===== src/rtl/mem_writeback_stage.sv =====
// Pipeline stage 4: ALU writeback plus data-memory loads/stores over a req/ack handshake.
// Define MEM_TIMEOUT_EN to abort memory accesses that receive no ack within TIMEOUT cycles.
`timescale 1ns/1ps
module mem_writeback_stage #(
  parameter int ADDR_W  = 10,
  parameter int XLEN    = 32,
  parameter int TIMEOUT = 16
) (
  input  logic              clk,
  input  logic              rst_n,
  input  logic              ex_valid,
  output logic              ex_ready,
  input  logic              ex_is_load,
  input  logic              ex_is_store,
  input  logic [2:0]        ex_funct3,
  input  logic [4:0]        ex_rdt,
  input  logic [ADDR_W-1:0] ex_mem_address,
  input  logic [XLEN-1:0]   ex_result,
  output logic              mem_req,
  output logic              mem_we,
  output logic [ADDR_W-1:0] mem_addr,
  output logic [XLEN-1:0]   mem_wdata,
  output logic [3:0]        mem_wstrb,
  input  logic              mem_ack,
  input  logic [XLEN-1:0]   mem_rdata,
  output logic              rf_we,
  output logic [4:0]        rf_waddr,
  output logic [XLEN-1:0]   rf_wdata,
  output logic              misaligned,
  output logic              mem_err
);

  typedef enum logic [1:0] {IDLE, ACCESS, LOADWB} state_t;

  // Lane replication and strobes assume a 32-bit, 4-byte data bus.
  if (XLEN != 32) begin : g_bad_xlen
    $error("mem_writeback_stage supports XLEN == 32 only");
  end
  if (TIMEOUT < 1) begin : g_bad_timeout
    $error("TIMEOUT must be at least 1");
  end

  state_t state, state_nxt;

  // Context of the access in flight, needed to extend load data at ack time.
  logic       pend_load,   pend_load_d;
  logic [2:0] pend_funct3, pend_funct3_d;
  logic [1:0] pend_off,    pend_off_d;
  logic [4:0] pend_rdt,    pend_rdt_d;

  logic              mem_req_d, mem_we_d, rf_we_d, misaligned_d, mem_err_d;
  logic [ADDR_W-1:0] mem_addr_d;
  logic [XLEN-1:0]   mem_wdata_d, rf_wdata_d;
  logic [3:0]        mem_wstrb_d;
  logic [4:0]        rf_waddr_d;

  logic            accept, is_mem, addr_bad, timeout_hit;
  logic [1:0]      off;
  logic [XLEN-1:0] st_wdata, ld_data;
  logic [3:0]      st_wstrb;
  logic [7:0]      ld_byte;
  logic [15:0]     ld_half;

  assign off      = ex_mem_address[1:0];
  assign ex_ready = (state == IDLE);
  assign accept   = ex_valid && ex_ready;
  assign is_mem   = ex_is_load || ex_is_store;

  // NOTE: every signal written in an always_comb gets a value on every path
  // (a default or a full case), otherwise synthesis infers a latch.
  always_comb begin
    unique case (ex_funct3[1:0])
      2'b01:   addr_bad = off[0];
      2'b10:   addr_bad = |off;
      default: addr_bad = 1'b0;
    endcase
  end

  always_comb begin
    unique case (ex_funct3[1:0])
      2'b00: begin
        st_wdata = {4{ex_result[7:0]}};
        st_wstrb = 4'b0001 << off;
      end
      2'b01: begin
        st_wdata = {2{ex_result[15:0]}};
        st_wstrb = 4'b0011 << off;
      end
      default: begin
        st_wdata = ex_result;
        st_wstrb = 4'b1111;
      end
    endcase
  end

  always_comb begin
    unique case (pend_off)
      2'd0: ld_byte = mem_rdata[7:0];
      2'd1: ld_byte = mem_rdata[15:8];
      2'd2: ld_byte = mem_rdata[23:16];
      2'd3: ld_byte = mem_rdata[31:24];
    endcase
    ld_half = pend_off[1] ? mem_rdata[31:16] : mem_rdata[15:0];
    unique case (pend_funct3)
      3'b000:  ld_data = {{(XLEN-8){ld_byte[7]}}, ld_byte};
      3'b001:  ld_data = {{(XLEN-16){ld_half[15]}}, ld_half};
      3'b100:  ld_data = {{(XLEN-8){1'b0}}, ld_byte};
      3'b101:  ld_data = {{(XLEN-16){1'b0}}, ld_half};
      default: ld_data = mem_rdata;
    endcase
  end

`ifdef MEM_TIMEOUT_EN
  localparam int CNT_W = $clog2(TIMEOUT + 1);
  logic [CNT_W-1:0] wait_cnt;

  // Counts ACCESS cycles without ack; held at zero outside ACCESS.
  always_ff @(posedge clk) begin
    if (!rst_n || state != ACCESS) begin
      wait_cnt <= '0;
    end else if (!mem_ack) begin
      wait_cnt <= wait_cnt + 1'b1;
    end
  end

  assign timeout_hit = !mem_ack && (wait_cnt == CNT_W'(TIMEOUT - 1));
`else
  assign timeout_hit = 1'b0;
`endif

  // NOTE: reset is sampled on the clock edge, so it belongs inside the
  // clocked block rather than in the sensitivity list.
  always_ff @(posedge clk) begin
    if (!rst_n) begin
      state <= IDLE;
    end else begin
      state <= state_nxt;
    end
  end

  always_comb begin
    state_nxt = state;
    unique case (state)
      IDLE: begin
        if (accept && is_mem && !addr_bad) state_nxt = ACCESS;
      end
      ACCESS: begin
        if (mem_ack)          state_nxt = pend_load ? LOADWB : IDLE;
        else if (timeout_hit) state_nxt = IDLE;
      end
      default: state_nxt = IDLE;
    endcase
  end

  always_comb begin
    mem_req_d     = mem_req;
    mem_we_d      = mem_we;
    mem_addr_d    = mem_addr;
    mem_wdata_d   = mem_wdata;
    mem_wstrb_d   = mem_wstrb;
    rf_we_d       = 1'b0;
    rf_waddr_d    = rf_waddr;
    rf_wdata_d    = rf_wdata;
    misaligned_d  = 1'b0;
    mem_err_d     = 1'b0;
    pend_load_d   = pend_load;
    pend_funct3_d = pend_funct3;
    pend_off_d    = pend_off;
    pend_rdt_d    = pend_rdt;
    unique case (state)
      IDLE: begin
        if (accept && !is_mem) begin
          rf_we_d    = (ex_rdt != 5'd0);
          rf_waddr_d = ex_rdt;
          rf_wdata_d = ex_result;
        end else if (accept && addr_bad) begin
          misaligned_d = 1'b1;
        end else if (accept) begin
          // A load flagged as store too is issued as the store.
          mem_req_d     = 1'b1;
          mem_we_d      = ex_is_store;
          mem_addr_d    = {ex_mem_address[ADDR_W-1:2], 2'b00};
          mem_wdata_d   = ex_is_store ? st_wdata : '0;
          mem_wstrb_d   = ex_is_store ? st_wstrb : 4'b0000;
          pend_load_d   = !ex_is_store;
          pend_funct3_d = ex_funct3;
          pend_off_d    = off;
          pend_rdt_d    = ex_rdt;
        end
      end
      ACCESS: begin
        if (mem_ack) begin
          mem_req_d = 1'b0;
          if (pend_load) begin
            rf_we_d    = (pend_rdt != 5'd0);
            rf_waddr_d = pend_rdt;
            rf_wdata_d = ld_data;
          end
        end else if (timeout_hit) begin
          mem_req_d = 1'b0;
          mem_err_d = 1'b1;
        end
      end
      default: ;
    endcase
  end

  // NOTE: sequential state uses non-blocking assignments so every register
  // samples pre-edge values regardless of statement order.
  always_ff @(posedge clk) begin
    if (!rst_n) begin
      mem_req     <= 1'b0;
      mem_we      <= 1'b0;
      mem_addr    <= '0;
      mem_wdata   <= '0;
      mem_wstrb   <= '0;
      rf_we       <= 1'b0;
      rf_waddr    <= '0;
      rf_wdata    <= '0;
      misaligned  <= 1'b0;
      mem_err     <= 1'b0;
      pend_load   <= 1'b0;
      pend_funct3 <= '0;
      pend_off    <= '0;
      pend_rdt    <= '0;
    end else begin
      mem_req     <= mem_req_d;
      mem_we      <= mem_we_d;
      mem_addr    <= mem_addr_d;
      mem_wdata   <= mem_wdata_d;
      mem_wstrb   <= mem_wstrb_d;
      rf_we       <= rf_we_d;
      rf_waddr    <= rf_waddr_d;
      rf_wdata    <= rf_wdata_d;
      misaligned  <= misaligned_d;
      mem_err     <= mem_err_d;
      pend_load   <= pend_load_d;
      pend_funct3 <= pend_funct3_d;
      pend_off    <= pend_off_d;
      pend_rdt    <= pend_rdt_d;
    end
  end

endmodule


===== config.mk =====
export PLATFORM = sky130hd
export DESIGN_NAME = mem_writeback_stage
export DESIGN_NICKNAME = d
export VERILOG_FILES = /design/src/rtl/mem_writeback_stage.sv
export SDC_FILE = /design/constraint.sdc
export NUM_CORES = 1
export LEC_CHECK = 0
export CORE_MARGIN = 3
export CORE_UTILIZATION = 48
export DETAILED_ROUTE_END_ITERATION = 10
export PLACE_DENSITY_LB_ADDON = 0.15
export SYNTH_ARGS = -nofsm -noshare
export SYNTH_HDL_FRONTEND = slang
export SYNTH_SLANG_ARGS = --single-unit

===== constraint.sdc =====
create_clock -name clk -period 5.2 [get_ports clk]
set_clock_uncertainty 0.15 [all_clocks]
set_input_delay 0.78 -clock clk [delete_from_list [all_inputs] [get_ports clk]]
set_output_delay 0.78 -clock clk [all_outputs]
set_load 0.02 [all_outputs]

Word-level counts from Yosys, hierarchy flattened
Index checks and enable logic that the tools add are counted.
W data, S select, Z words.

storage, ports and cells
  register bits = 98
  input bits = 88
  output and inout port bits = 89
  logic and storage cells = 88

cells by class
  bitwise logic cells = 4
  eq/ne operators = 16
  reductions and logical operators = 22
  shift operators = 2
  multiplexer cells = 30

operators with widths
  kind                  number
  $mux W32              4
  $pmux W32 S2          2
  $pmux W32 S4          1
  $pmux W8 S4           1
  $mux W16              1
  $mux W5               3
  $pmux W5 S2           1
  $reduce_bool A5 Y1    2
  $mux W1               8
  $ne A2 B2 Y1 const B  4
  $pmux W4 S2           1
  $reduce_and A4 Y1     2
  $eq A2 B1 Y1 const B  3
  $eq A2 B2 Y1 const B  3
  $eq A3 B3 Y1 const B  2
  $logic_not A2 Y1      3
  $mux W2               3
  $ne A2 B1 Y1 const B  3
  $pmux W1 S2           3
  $logic_and A1 B1 Y1   5
  $reduce_and A5 Y1     1
  $mux W4               1
  $not A1 Y1            4
  $pmux W2 S2           1
  other kinds (10)      12

Longest topological paths before layout
  word-level depth = 6
  gate-level depth with buffers = 11
  gate-level depth less buffers = 7

Worst setup path after synthesis
No wires, ideal clock.

  path kind = input to register
  from = input port ex_funct3[1]
  to = register pend_off[1]
  data arrival time = 2.333 ns
  required time = 4.963 ns
  setup time = 0.087 ns
  buffers on the path = 4
  path slack = 2.630 ns
  cell stages on the path = 11
  path through = buf_2 > inv_1 > ha_1 > buf_2 > o21ai_1 > a21boi_1 > nor3_2 > buf_2 > buf_2 > nand3_1 > o31ai_1

between the ends
  cells in the longest elaborated chain, start to end = 5
  elaborated cells on any way between the ends = 6
  classes of those cells = eq/ne: 2; mux: 1; bitwise: 1; reduce/logical: 2

ends and longest elaborated chain
  element                                       RTL line  source
  start: declaration                            15        input logic [2:0] ex_funct3,
  $eq A2 B2 Y1 or $eq A2 B1 Y1 (tied branches)  72        unique case (ex_funct3[1:0])
  $pmux W1 S2 *                                 72
  $logic_and A1 B1 Y1 *                         176       end else if (accept && addr_bad) begin
  $not A1 Y1 (no source line) *                 n/a
  $reduce_and A4 Y1 (no source line) *          n/a
  end signal: assignment                        239       pend_off <= pend_off_d;
  end: declaration                              48        logic [1:0] pend_off, pend_off_d;

Every way passes the cells marked *; elsewhere a longest branch is shown, timed or not.
A chain may end at the register's enable or synchronous reset.

Final worst setup path
  from = input port ex_funct3[1]
  to = register mem_wdata[20]

between the ends
  cells in the longest elaborated chain, start to end = 5
  elaborated cells on any way between the ends = 9
  classes of those cells = eq/ne: 2; mux: 3; bitwise: 1; reduce/logical: 3

ends and longest elaborated chain
  element                                       RTL line  source
  $eq A2 B2 Y1 or $eq A2 B1 Y1 (tied branches)  72, 80
  $pmux W1 S2                                   72
  $logic_and A1 B1 Y1                           176
  $not A1 Y1 (no source line)                   n/a
  $reduce_and A4 Y1 (no source line)            n/a
  end signal: assignment                        230       mem_wdata <= mem_wdata_d;
  end: declaration                              22        output logic [XLEN-1:0] mem_wdata,

Parallel ways exist; a longest one is shown, timed or not.

==> flow_summary.ini <==
[run_status]
status = complete, no violations

[floorplan]
core.rowCount = 35
num_io_pins = 177
coreArea_um2 = 9330
initial_utilization_pct = 49.9
die_h_um = 104
floorplan.die.width_um = 104
fp.dieArea_um2 = 10900

[global_route]
overflow = 0
grt_max_degree = 57
global_route.usage.total_pct = 27.3
grt_antenna_before_repair = 0
grt_pass1_vias = 4489
grt_pass1_wl_um = 23900

[synth]
synth-seq-cells = 98
synth_sequential_area_ratio_pct = 42.2
yosysWarningCount = 0
netlist_area_um2 = 4650
post_synth_num_cell_types = 46
syn_inst_count = 534
synthesis.area_per_instance_um2 = 8.71

[placement]
placement.io_buffers = 173
finalWeightedCongestion = 0.870
dpl-instance-area_um2 = 6330
dp_worst_setup_slack_ns = 1.21
dp_hpwl_um = 11500

[min_path]
hold_class = register to register

[drt]
drt_drc_violations_left = 0
dr.pass1.iters = 5
vias_per_cell = 5.96
routed_wl_um = 15500
antenna_violating_nets_post_route = 0
routedWlPerCell_um = 19.2
detailedRoute.firstIterationViolations = 407
vias = 4816

[timing]
tightestPinTransition_ns = 0.999
maxSlewViolCount = 0
rsz0062_at_grt = no
timing_hold_violations_final = 0
layout_min_cycle_time_ns = 3.69
fin_hold_ws_ns = 0.314
fin_setup_tns_ns = 0
setup_viol = 0
fmaxAchievable_mhz = 271
final_critical_path_setup_slack_ns = 1.51
slew_headroom_pct = 33.4
layout_worst_path_cycle_share_pct = 70.9

[clocking]
tritoncts_num_sinks = 98
post-cts-setup-buffer-count = 0
cts.hold.buffers_added = 0
cts_tree = yes
ctsHtreeMaxLevel = 3
clockBufferDepth = 2
clock_insertion_delay_worst_skew_ns = 0.36
clkTransAtPathRegs_ns = 0.09
ctsResizeCount = 0
cts-root-buf = clkbuf_8
cts_buffers = 9

[worst_setup_path]
critPathLaunchType = input pin
critical_path_required_ns = 5.31
cp_max_fo = 24
end_kind = register
crit_arrival_ns = 3.80
timing.setup.critical_path_class = input pin to register

[finish]
most_common_cell_after_layout_fill_and_taps_aside = clkdlybuf4s50_1
syn_to_final_growth_pct = 40.4
layout_common_cells = clkdlybuf4s50_1, dfxtp_1, o21ai_0
diodes = 0
multiInputGateArea_um2 = 2400
post_route_cells_drive_above_1_share_pct = 6.63
stdcell_area_um2 = 6530
finish.net_count = 765
layout.area.seq_um2 = 1960
n_fill_cell = 777

[power]
cellPowerDensity_nw_per_um2 = 265
total_power_w = 0.00173
power_leakage_nw = 2.34
vdd_drop_max_uv = 150

[job]
maxCapViolCount = 0
area by class of cell:
class | count | share of cell area (%)
well taps | 129 | 2.47
repair buffers | 178 | 27.0
inverters | 13 | 0.747
flip-flops and latches | 98 | 30.0
multi-input cells | 374 | 36.7
clock inverters | 3 | 0.326
clock buffers | 13 | 2.74
worst paths after layout:
path	depth (start not counted)	end	slack [ns]	from
hold / removal	2	mem_addr[9]$_SDFFE_PN0P_	0.31	mem_addr[9]$_SDFFE_PN0P_
hold reg to reg	2	mem_addr[9]$_SDFFE_PN0P_	0.31	mem_addr[9]$_SDFFE_PN0P_
setup / recovery	8	mem_wdata[20]$_SDFFE_PN0P_	1.51	ex_funct3[1]
setup reg to reg	5	rf_wdata[15]$_SDFFE_PN0P_	2.50	state[1]$_SDFFE_PN0P_
cell usage after synthesis (all sizes together):
cell	count	area [um^2]
dfxtp	98	1960
nand2b	1	6.26
o22a	1	8.76
nand2	48	180
o21a	1	7.51
a31o	24	210
o2bb2ai	24	210
buf	26	166
mux4	1	26.3
a21oi	43	230
mux2	1	11.3
nor4b	1	8.76
a221oi	7	61.3
nand3	22	115
conb	1	3.75
clkbuf	25	93.8
a21o	1	7.51
inv	12	45.0
o31ai	1	7.51
and2b	3	25.0
nor2	34	133
a21boi	1	7.51
a311oi	5	43.8
a22o	28	245
clkinv	1	3.75
mux2i	18	180
o211ai	1	7.51
ha	3	37.5
o21ai	60	300
or4	2	15.0
nor3	3	20.0
o22ai	2	12.5
and3	1	6.26
and2	1	6.26
a211oi	25	188
a22oi	8	60.1
power by group:
group	internal (W)	switching, W	leakage (nW)
clock	0.000227	0.000263	0.102
combinational	0.000191	0.000227	1.44
sequential	0.000793	0.0000292	0.799
metrics by stage:
stage	instances	util, %
CTS	808	70.0
detailed placement	792	67.9
global placement	792	67.9
global route	808	70.0
finish	808	70.0
floorplan	536	-
sequential cells by signal, indices dropped and copies added, names as in the netlist, 2 cells and up:
register     cells
mem_wdata       32
rf_wdata        32
mem_addr         8
pend_rdt         5
rf_waddr         5
mem_wstrb        4
pend_funct3      3
pend_off         2
state            2
metal layers:
layer / vias to the layer above / GRT usage [%] / wire [um]
li1: 2264 / - / -
met1: 2266 / 37.1 / 6650
met2: 258 / 42.8 / 7120
met3: 28 / 6.08 / 1480
met4: 0 / 9.12 / 280
met5: - / 0 / 0
cell families after synthesis:
family          share of synthesized area, %
simple gates                            11.1
flops                                   42.2
mux                                     4.68
compound gates                          34.6
buf+inv                                 6.64
other cells                           0.0806
fa+ha+maj                              0.807
worst max-delay path, stage by stage:
cell	delay (ns)
clkdlybuf4s50_1	0.84
inv_1	0.16
ha_1	0.40
o21ai_1	0.20
a21boi_1	0.13
nor2_1	0.22
nand3_1	0.66
o2bb2ai_1	0.40
Note: power is estimated with default switching activity, not from simulation.
